===== src/rtl/sender_arbiter_pkg.sv =====
// Shared definitions for the sender arbiter.
//   - state_e: FSM encoding (StHeader only reachable with SENDER_ARB_HEADER_EN)
//   - default sizing constants
//   - header byte layout: {grant[2:0], 2'b00, len[2:0]}
package sender_arbiter_pkg;

  localparam int unsigned SENDER_ARB_N_REQ     = 2;
  localparam int unsigned SENDER_ARB_MAX_BYTES = 4;

  typedef enum logic [1:0] {
    StIdle   = 2'd0,
    StHeader = 2'd1,
    StSend   = 2'd2
  } state_e;

  localparam int unsigned HdrGrantLsb = 5;
  localparam int unsigned HdrGrantW   = 3;
  localparam int unsigned HdrLenLsb   = 0;
  localparam int unsigned HdrLenW     = 3;

  function automatic logic [7:0] hdr_byte(logic [HdrGrantW-1:0] grant, logic [HdrLenW-1:0] len);
    logic [7:0] hdr;
    hdr = 8'h00;
    hdr[HdrGrantLsb +: HdrGrantW] = grant;
    hdr[HdrLenLsb +: HdrLenW]     = len;
    return hdr;
  endfunction

endpackage


===== src/rtl/sender_arbiter_rr_arbiter.sv =====
// Round-robin priority pick (rr_arbiter), purely combinational.
// Ports:
//   req         - request vector
//   last_grant  - index of the previous winner; search starts just after it
//   grant       - one-hot winner (all zero when no request)
//   grant_idx   - binary index of the winner
//   grant_valid - at least one request present
module sender_arbiter_rr_arbiter #(
  parameter int unsigned N_REQ = 2,
  localparam int unsigned GW   = (N_REQ > 1) ? $clog2(N_REQ) : 1
) (
  input  logic [N_REQ-1:0] req,
  input  logic [GW-1:0]    last_grant,
  output logic [N_REQ-1:0] grant,
  output logic [GW-1:0]    grant_idx,
  output logic             grant_valid
);

  always_comb begin
    logic [GW-1:0] cand;
    grant       = '0;
    grant_idx   = '0;
    grant_valid = 1'b0;
    cand        = last_grant;
    // Walk N_REQ candidates starting at last_grant+1, wrapping at N_REQ-1.
    for (int unsigned off = 0; off < N_REQ; off++) begin
      cand = (cand == GW'(N_REQ - 1)) ? '0 : cand + GW'(1);
      if (!grant_valid && req[cand]) begin
        grant_valid = 1'b1;
        grant[cand] = 1'b1;
        grant_idx   = cand;
      end
    end
  end

endmodule


===== src/rtl/sender_arbiter.sv =====
// Shares one byte-wide transmit path between N_REQ requesters. Each granted word
// (1..MAX_BYTES bytes, LSB first) is sent atomically; grants are round-robin.
// Optional macro SENDER_ARB_HEADER_EN: prefix each packet with one header byte
// {grant[2:0], 2'b00, len[2:0]}.
// Ports:
//   clk, rst   - clock, synchronous active-high reset
//   req_valid  - per-requester word pending
//   req_data   - per-requester word, requester i at [i*8*MAX_BYTES +: 8*MAX_BYTES]
//   req_len    - per-requester byte count minus one
//   req_ready  - one-hot accept pulse, only in IDLE
//   out        - byte to the sender, qualified by out_valid / out_ready
//   busy       - packet in flight
module sender_arbiter
  import sender_arbiter_pkg::*;
#(
  parameter int unsigned N_REQ     = SENDER_ARB_N_REQ,
  parameter int unsigned MAX_BYTES = SENDER_ARB_MAX_BYTES,
  localparam int unsigned DW       = 8 * MAX_BYTES,
  localparam int unsigned LW       = $clog2(MAX_BYTES),
  localparam int unsigned GW       = $clog2(N_REQ)
) (
  input  logic                clk,
  input  logic                rst,
  input  logic [N_REQ-1:0]    req_valid,
  input  logic [N_REQ*DW-1:0] req_data,
  input  logic [N_REQ*LW-1:0] req_len,
  output logic [N_REQ-1:0]    req_ready,
  output logic [7:0]          out,
  output logic                out_valid,
  input  logic                out_ready,
  output logic                busy
);

`ifdef SENDER_ARB_HEADER_EN
  localparam state_e StAfterGrant = StHeader;
`else
  localparam state_e StAfterGrant = StSend;
`endif

  state_e        state_q, state_d;
  logic [DW-1:0] data_q, data_d;
  logic [LW-1:0] len_q, len_d;
  logic [LW-1:0] idx_q, idx_d;
  logic [GW-1:0] last_q, last_d;

  logic [N_REQ-1:0] grant_oh;
  logic [GW-1:0]    grant_idx;
  logic             grant_valid;
  logic [DW-1:0]    sel_data;
  logic [LW-1:0]    sel_len;
  logic [LW-1:0]    len_clamped;
  logic [7:0]       cur_byte;

  sender_arbiter_rr_arbiter #(
    .N_REQ (N_REQ)
  ) u_rr_arbiter (
    .req         (req_valid),
    .last_grant  (last_q),
    .grant       (grant_oh),
    .grant_idx   (grant_idx),
    .grant_valid (grant_valid)
  );

  always_comb begin
    sel_data = '0;
    sel_len  = '0;
    for (int i = 0; i < N_REQ; i++) begin
      if (grant_oh[i]) begin
        sel_data = req_data[i*DW +: DW];
        sel_len  = req_len[i*LW +: LW];
      end
    end
  end

  // Only a non-power-of-2 MAX_BYTES leaves len codes beyond the last byte.
  if ((1 << LW) != MAX_BYTES) begin : g_clamp
    localparam logic [LW-1:0] LenMax = LW'(MAX_BYTES - 1);
    assign len_clamped = (sel_len > LenMax) ? LenMax : sel_len;
  end else begin : g_no_clamp
    assign len_clamped = sel_len;
  end

  always_comb begin
    cur_byte = data_q[7:0];
    for (int b = 0; b < MAX_BYTES; b++) begin
      if (idx_q == LW'(b)) cur_byte = data_q[b*8 +: 8];
    end
  end

  always_comb begin
    state_d   = state_q;
    data_d    = data_q;
    len_d     = len_q;
    idx_d     = idx_q;
    last_d    = last_q;
    req_ready = '0;
    out       = 8'h00;
    out_valid = 1'b0;
    busy      = (state_q != StIdle);
    unique case (state_q)
      StIdle: begin
        if (grant_valid) begin
          req_ready = grant_oh;
          data_d    = sel_data;
          len_d     = len_clamped;
          idx_d     = '0;
          last_d    = grant_idx;
          state_d   = StAfterGrant;
        end
      end
`ifdef SENDER_ARB_HEADER_EN
      StHeader: begin
        out       = hdr_byte(3'(last_q), 3'(len_q));
        out_valid = 1'b1;
        if (out_ready) state_d = StSend;
      end
`endif
      StSend: begin
        out       = cur_byte;
        out_valid = 1'b1;
        if (out_ready) begin
          if (idx_q == len_q) state_d = StIdle;
          else                idx_d   = idx_q + LW'(1);
        end
      end
      default: state_d = StIdle;
    endcase
  end

  always_ff @(posedge clk) begin
    if (rst) begin
      state_q <= StIdle;
      data_q  <= '0;
      len_q   <= '0;
      idx_q   <= '0;
      last_q  <= GW'(N_REQ - 1);
    end else begin
      state_q <= state_d;
      data_q  <= data_d;
      len_q   <= len_d;
      idx_q   <= idx_d;
      last_q  <= last_d;
    end
  end

endmodule


===== config.mk =====
export PLATFORM = sky130hd
export DESIGN_NAME = sender_arbiter
export DESIGN_NICKNAME = d
export VERILOG_FILES = /design/src/rtl/sender_arbiter_pkg.sv /design/src/rtl/sender_arbiter_rr_arbiter.sv /design/src/rtl/sender_arbiter.sv
export SDC_FILE = /design/constraint.sdc
export NUM_CORES = 1
export LEC_CHECK = 0
export ABC_AREA = 1
export CAP_MARGIN = 20
export CORE_MARGIN = 2
export CORE_UTILIZATION = 45
export CTS_BUF_LIST = sky130_fd_sc_hd__clkbuf_4
export DETAILED_ROUTE_END_ITERATION = 16
export PLACE_DENSITY_LB_ADDON = 0.08
export SLEW_MARGIN = 10
export SYNTH_ARGS = -nofsm -noshare
export SYNTH_HDL_FRONTEND = slang
export SYNTH_SLANG_ARGS = --single-unit

===== constraint.sdc =====
create_clock -name clk -period 4.2 [get_ports clk]
set_input_delay 0.84 -clock clk [delete_from_list [all_inputs] [get_ports clk]]
set_output_delay 0.84 -clock clk [all_outputs]
set_load 0.005 [all_outputs]

==> key figures, run 1 <==
STA
  • Fin worst setup slack: 1.049 ns
  • Slew Viols, Final: 0
  • Fmax: 317.3 MHz
  • Period minus WS final: 3.151 ns
  • Final setup fails: 0
  • Slew margin rel.: 0.3644
  • Minimum hold slack: 0.5461 ns
  • Slew @ Worst Pin: 0.9523 ns
  • Final worst path period share: 0.7503
  • Layout Skew: 0.009125 ns
  • Setup TNS Final: 0 ns
  • Fin. Hold Viols: 0
  • RSZ-0062 raised after global routing: no

Placed design
  • PortBufs: 84
  • Pre-CTS WS: 1.080 ns
  • Placed Cells: 406
  • Post-place instance area: 2840 µm²
  • Dpl hpwl: 3.652 mm
  • GPL Wtd Cong: 0.8033

Yosys
  • Mux share of post-synthesis cell area: 0.03907
  • Post-synthesis instance total: 289
  • Largest family of logic cells by synthesized area: compound AO/OA/AOI/OAI gates
  • Syn avg cell area: 7.092 µm²
  • Sequential-to-total area share from yosys stat: 0.3712
  • Compound-cell area share of the yosys netlist: 0.2784
  • Simple-gate share of the synthesized area: 0.1911
  • Unique masters post-synth: 22
  • Synthesized Nets: 365
  • Synthesized cell area: 2049 µm²
  • Syn. warnings: 0
  • Adder-Cell Fraction of Synth Area: 0.01832
  • Flops & latches, synth: 38
  • XOR/XNOR share of the synthesized area: 0

CTS
  • # hold bufs at CTS: 0
  • Post-CTS Setup Bufs: 0
  • Max Root-Sink Buffers: 2
  • Sink Count: 38
  • Clock latency on the worst-skew pair: 0.35 ns
  • H-tree depth reported by CTS: 2
  • Number of buffers created by CTS: 5
  • Resized Gates After CTS: 0
  • Worst-path clk slew: 0.12 ns
  • CTS tree: built
  • Root buf cell: clkbuf_4

Die
  • Starting Density: 0.4675
  • Die H: 71.49 µm
  • DIE WIDTH: 71.49 µm
  • Ports: 85
  • DIE AREA: 5110 µm²
  • Std cell rows: 24
  • Core Area: 4384 µm²

Drt
  • First-pass iteration count of the detailed router: 4
  • Drt initial violations: 132
  • DRC viols: 0
  • Post-DR wirelength/cell: 13.02 µm
  • Final wirelength: 5.389 mm
  • Via count: 2,185
  • Routed vias/inst: 5.278
  • Remaining antenna violation count after routing: 0

Critical path
  • Critical path class: reg -> out
  • Delay-heaviest family, CP: buffers and inverters
  • Crit-path cells: inv_1, ha_1, o21ai_0, mux2i_1, a21oi_1, clkdlybuf4s50_1
  • Critical Path Slowest Stage Cell: clkdlybuf4s50_1
  • Crit end category: primary output
  • Crit path DAT: 2.31 ns
  • Crit path largest cell delay: 0.52 ns
  • Max Fanout on Critical Path: 16
  • WP buf/inv: 2
  • Worst EP required: 3.36 ns
  • CP Launch Type: flip-flop

Pwr
  • Total power: 1.001 mW
  • VDD IR max: 0.1803 mV
  • Sw Share: 0.3121
  • Leakage: 1.122 nW
  • Sw Pwr: 0.3123 mW
  • Gate power share: 0.311
  • Seq pwr share: 0.440
  • PwrDens: 342.9 nW/µm²
  • Clock network power share: 0.249
  • Pint: 0.6882 mW

Hold path
  • Worst hold-check path type: reg -> reg

Layout
  • Layout Cells excl Fill: 414
  • Most used cells in the layout excluding fill and tap cells: nand2_1 (89), clkdlybuf4s50_1 (84), o21ai_0 (43), dfxtp_1 (38), a31oi_1 (34)
  • Layout net count: 437
  • Register area: 760.7 µm²
  • Util after Layout: 0.6655
  • # fillers: 414
  • Antenna cells: 0
  • Most common cell after layout, fill and taps aside: nand2_1
  • Area delta synth->final: 42.37%
  • Fraction of layout cells with a size suffix above 1: 0.05249
  • Design area: 2918 µm²
  • Area of the multi-input gates: 1080 µm²

Global route
  • First-pass GRT wire length: 9.018 mm
  • Largest net degree at the start of global routing: 69
  • Antenna violations before repair: 0
  • GRT Residual Overflow: 0
  • Vias in the first global route: 2,028
  • GRT Overall Usage: 0.2215

Status
  • Status: complete, no violations

Run
  • Max-cap viol count: 0
==> cells by family (layout without fill, tap and decap cells) <==
kind of cell	count (synthesis)	in the layout
and+or+nand+nor	100	100
adders and majority gates	3	3
AOI/OAI and AO/OA	98	98
muxes	8	8
DFF	38	38
buffers and inverters	42	115
==> final cells by class <==
type,count,area share
tap,52,0.02230
clock buffer,5,0.01286
timing repair buffer,86,0.2933
inverter,21,0.02702
clock inverter,3,0.01372
sequential,38,0.2607
multi-input combinational,209,0.3701
==> cell usage after synthesis (all sizes together) <==
cell type	number	area share
dfxtp	38	0.37
o311ai	1	0.0043
nand4	2	0.0061
mux2i	8	0.039
o21ai	51	0.13
nand3	3	0.0073
nor2	3	0.0055
nand2	90	0.17
or2	2	0.0061
a21oi	12	0.040
buf	14	0.051
ha	3	0.018
clkbuf	7	0.013
inv	21	0.038
a31oi	34	0.10
==> power groups by stage <==
stage / registers (mW) / clock network [mW] / logic [mW]
after floorplan: 0.436 / 0 / 0.191
after global placement: 0.447 / 0 / 0.307
after detailed placement: 0.448 / 0 / 0.309
after CTS: 0.440 / 0.254 / 0.312
after global routing: 0.446 / 0.263 / 0.350
final: 0.440 / 0.249 / 0.311
==> registers in the layout (all words and copies together) (netlist names), named ones only <==
signal	cells
len_q	2
state_q	1
idx_q	2
data_q	32
==> worst reg2reg max path: stages, from the launching register on <==
cell     delay (ns)
dfxtp_1        0.74
inv_2          0.13
nand2_2        0.13
o21ai_4        0.06
buf_4          0.32
o21ai_0        0.26
a31oi_1        0.06
==> final timing paths <==
kind                           start                endpoint  slack (ns)  depth (start not counted)
min           data_q[9]$_SDFFE_PP0P_  data_q[9]$_SDFFE_PP0P_        0.55                          2
min reg2reg   data_q[9]$_SDFFE_PP0P_  data_q[9]$_SDFFE_PP0P_        0.55                          2
max            idx_q[1]$_SDFFE_PP0P_                  out[1]        1.05                          6
max reg2reg  state_q[1]$_SDFFE_PP0P_   len_q[0]$_SDFFE_PP0P_        2.39                          6
==> metal layers <==
layer  vias up  global-route usage  routed length, µm
met5         -                   0                  0
met4         0             0.06289                 58
met3         6             0.06048                438
met2        84              0.3621               2411
met1       963              0.2879               2480
li1       1132                   -                  -
Note: power is estimated with default switching activity, not from simulation.
==> inputs of run 2 (changes only) <==
--- a/config.mk
+++ b/config.mk
@@ -8,7 +8,7 @@
 export ABC_AREA = 1
 export CAP_MARGIN = 20
 export CORE_MARGIN = 2
-export CORE_UTILIZATION = 45
+export CORE_UTILIZATION = 44
 export CTS_BUF_LIST = sky130_fd_sc_hd__clkbuf_4
 export DETAILED_ROUTE_END_ITERATION = 16
 export PLACE_DENSITY_LB_ADDON = 0.08
==> constraint.sdc (replaced) <==
create_clock -name clk -period 3.18 [get_ports clk]
set_input_delay 0.636 -clock clk [delete_from_list [all_inputs] [get_ports clk]]
set_output_delay 0.636 -clock clk [all_outputs]
set_load 0.005 [all_outputs]
==> key figures, run 2 (synthesized netlist as in run 1, its figures left out) <==
Drt
  • DRC viols: 0
  • Final wirelength: 5.244 mm
  • First-pass iteration count of the detailed router: 4
  • Post-DR wirelength/cell: 12.61 µm
  • Remaining antenna violation count after routing: 0
  • Via count: 2,137
  • Drt initial violations: 122
  • Routed vias/inst: 5.137

Global route
  • GRT Overall Usage: 0.2168
  • Antenna violations before repair: 0
  • GRT Residual Overflow: 0
  • Met1 global-route usage: 0.2964
  • Vias in the first global route: 1,932
  • Global route hottest layer: met2
  • Grt met2 use: 0.3374
  • Met3 Use GR: 0.06111
  • First-pass GRT wire length: 8.859 mm
  • Largest net degree at the start of global routing: 69

Die
  • Starting Density: 0.4643
  • Std cell rows: 24
  • DIE AREA: 5220 µm²
  • Die H: 72.25 µm
  • Ports: 85
  • DIE WIDTH: 72.25 µm
  • Core Area: 4414 µm²

Hold path
  • Hold Path End: data_q[4]$_SDFFE_PP0P_
  • Worst hold stages: 2
  • Worst hold-check path type: reg -> reg
  • Hold_sp: data_q[4]$_SDFFE_PP0P_

Layout
  • Antenna cells: 0
  • Util after Layout: 0.6590
  • Layout net count: 439
  • Most used cells in the layout excluding fill and tap cells: nand2_1 (89), clkdlybuf4s50_1 (84), o21ai_0 (42), dfxtp_1 (38), a31oi_1 (34)
  • Top flop regs: data_q x32, idx_q x2, len_q x2
  • Layout Cells excl Fill: 416
  • Largest Register: data_q
  • Fraction of layout cells with a size suffix above 1: 0.05495
  • Most common cell after layout, fill and taps aside: nand2_1
  • # fillers: 422
  • Area delta synth->final: 41.94%
  • Number of flip-flops under the largest register name: 32
  • Design area: 2909 µm²

STA
  • Slew margin rel.: 0.5818
  • Setup TNS Final: 0 ns
  • Layout Skew: 0.01414 ns
  • Slew @ Worst Pin: 0.6264 ns
  • RSZ-0062 raised after global routing: no
  • Final setup fails: 0
  • Slew Viols, Final: 0
  • Fin. Hold Viols: 0
  • Period minus WS final: 2.899 ns
  • Final worst path period share: 0.9117
  • Fmax: 344.9 MHz

Pwr
  • VDD IR max: 0.2225 mV
  • Total power: 1.238 mW
  • PwrDens: 425.6 nW/µm²
  • Leakage: 1.120 nW

CTS
  • Worst-path clk slew: 0.12 ns
  • H-tree depth reported by CTS: 2
  • Sink Count: 38
  • Max Root-Sink Buffers: 2
  • Number of buffers created by CTS: 5
  • Clock latency on the worst-skew pair: 0.35 ns
  • # hold bufs at CTS: 0
  • Root buf cell: clkbuf_4
  • CTS tree: built

Critical path
  • RR Startpoint: state_q[1]$_SDFFE_PP0P_
  • Worst Reg-to-Reg Cells: 6
  • Crit path DAT: 2.26 ns
  • Critical path class: reg -> out
  • Reg2reg end: data_q[0]$_SDFFE_PP0P_
  • Reg-to-reg slack, setup: 1.35 ns
  • Worst EP required: 2.54 ns
  • Max Fanout on Critical Path: 16
  • CP Launch Type: flip-flop
  • Crit end category: primary output

Status
  • Status: complete, no violations

Placed design
  • Post-place instance area: 2855 µm²
  • Dpl hpwl: 3.700 mm
  • PortBufs: 84
  • Placed Cells: 408
  • GPL Wtd Cong: 0.8098

Run
  • Max-cap viol count: 0
-- run 2: cell types whose count changed in the layout (fill, tap and decap cells not counted), sizes merged --
cell / delta
buf: +2
bufinv: -1
clkbuf: +1
-- run 2: worst max-delay path by stage --
stage                          startpoint            to  slack [ns]  cells past startpoint
floorplan           idx_q[1]$_SDFFE_PP0P_        out[5]        1.30                      7
global placement             req_valid[1]  req_ready[1]        0.48                      6
detailed placement           req_valid[1]  req_ready[1]        0.47                      6
CTS                 idx_q[1]$_SDFFE_PP0P_        out[7]        0.28                      6
global route        idx_q[1]$_SDFFE_PP0P_        out[3]        0.05                      7
finish              idx_q[1]$_SDFFE_PP0P_        out[5]        0.28                      6
-- run 2: metal layers --
metal  up-vias  wire length, µm  part of all wire
li1       1135                -                 -
met2        58             2364              0.45
met1       939             2514              0.48
met5         -                0                 0
met4         0               57             0.011
met3         5              308             0.059
-- run 2: cell type report --
class	count	area, µm²	area share
Sequential cell	38	760.7	0.2615
Clock buffer	6	45.04	0.01548
Timing Repair Buffer	88	870.8	0.2994
Tap cell	52	65.06	0.02237
Inverter	21	78.83	0.02710
Clock inverter	2	8.758	0.003011
Multi-Input combinational cell	209	1080	0.3712
-- run 2: metrics by stage --
| step | setup WS [ns] | hold WS, ns |
|---|---|---|
| 2_1_floorplan | 1.298 | 0.4936 |
| 4_1_cts | 0.2806 | 0.5413 |
| 6_report | 0.2808 | 0.5368 |
| 3_3_place_gp | 0.4829 | 0.5256 |
| 3_5_place_dp | 0.4690 | 0.5215 |
| 5_1_grt | 0.05125 | 0.5676 |
-- run 2: critical path, stage by stage (launching register included) --
cell	delay (ns)
dfxtp_1	0.40
inv_1	0.09
ha_1	0.34
o21ai_0	0.31
mux2i_1	0.11
a21oi_1	0.13
clkdlybuf4s50_1	0.53
-- run 2: timing repair --
item,4_1_cts,5_1_grt
buffers inserted,0,0
setup endpoints to repair,0,1
resized for setup,0,1
endpoints found under the hold margin,0,0
-- run 2: report_power, final --
group          internal, mW  switching, mW  total [mW]
combinational         0.210          0.199       0.409
clock                0.0917          0.157       0.248
sequential            0.538         0.0433       0.581
total                 0.839          0.399        1.24
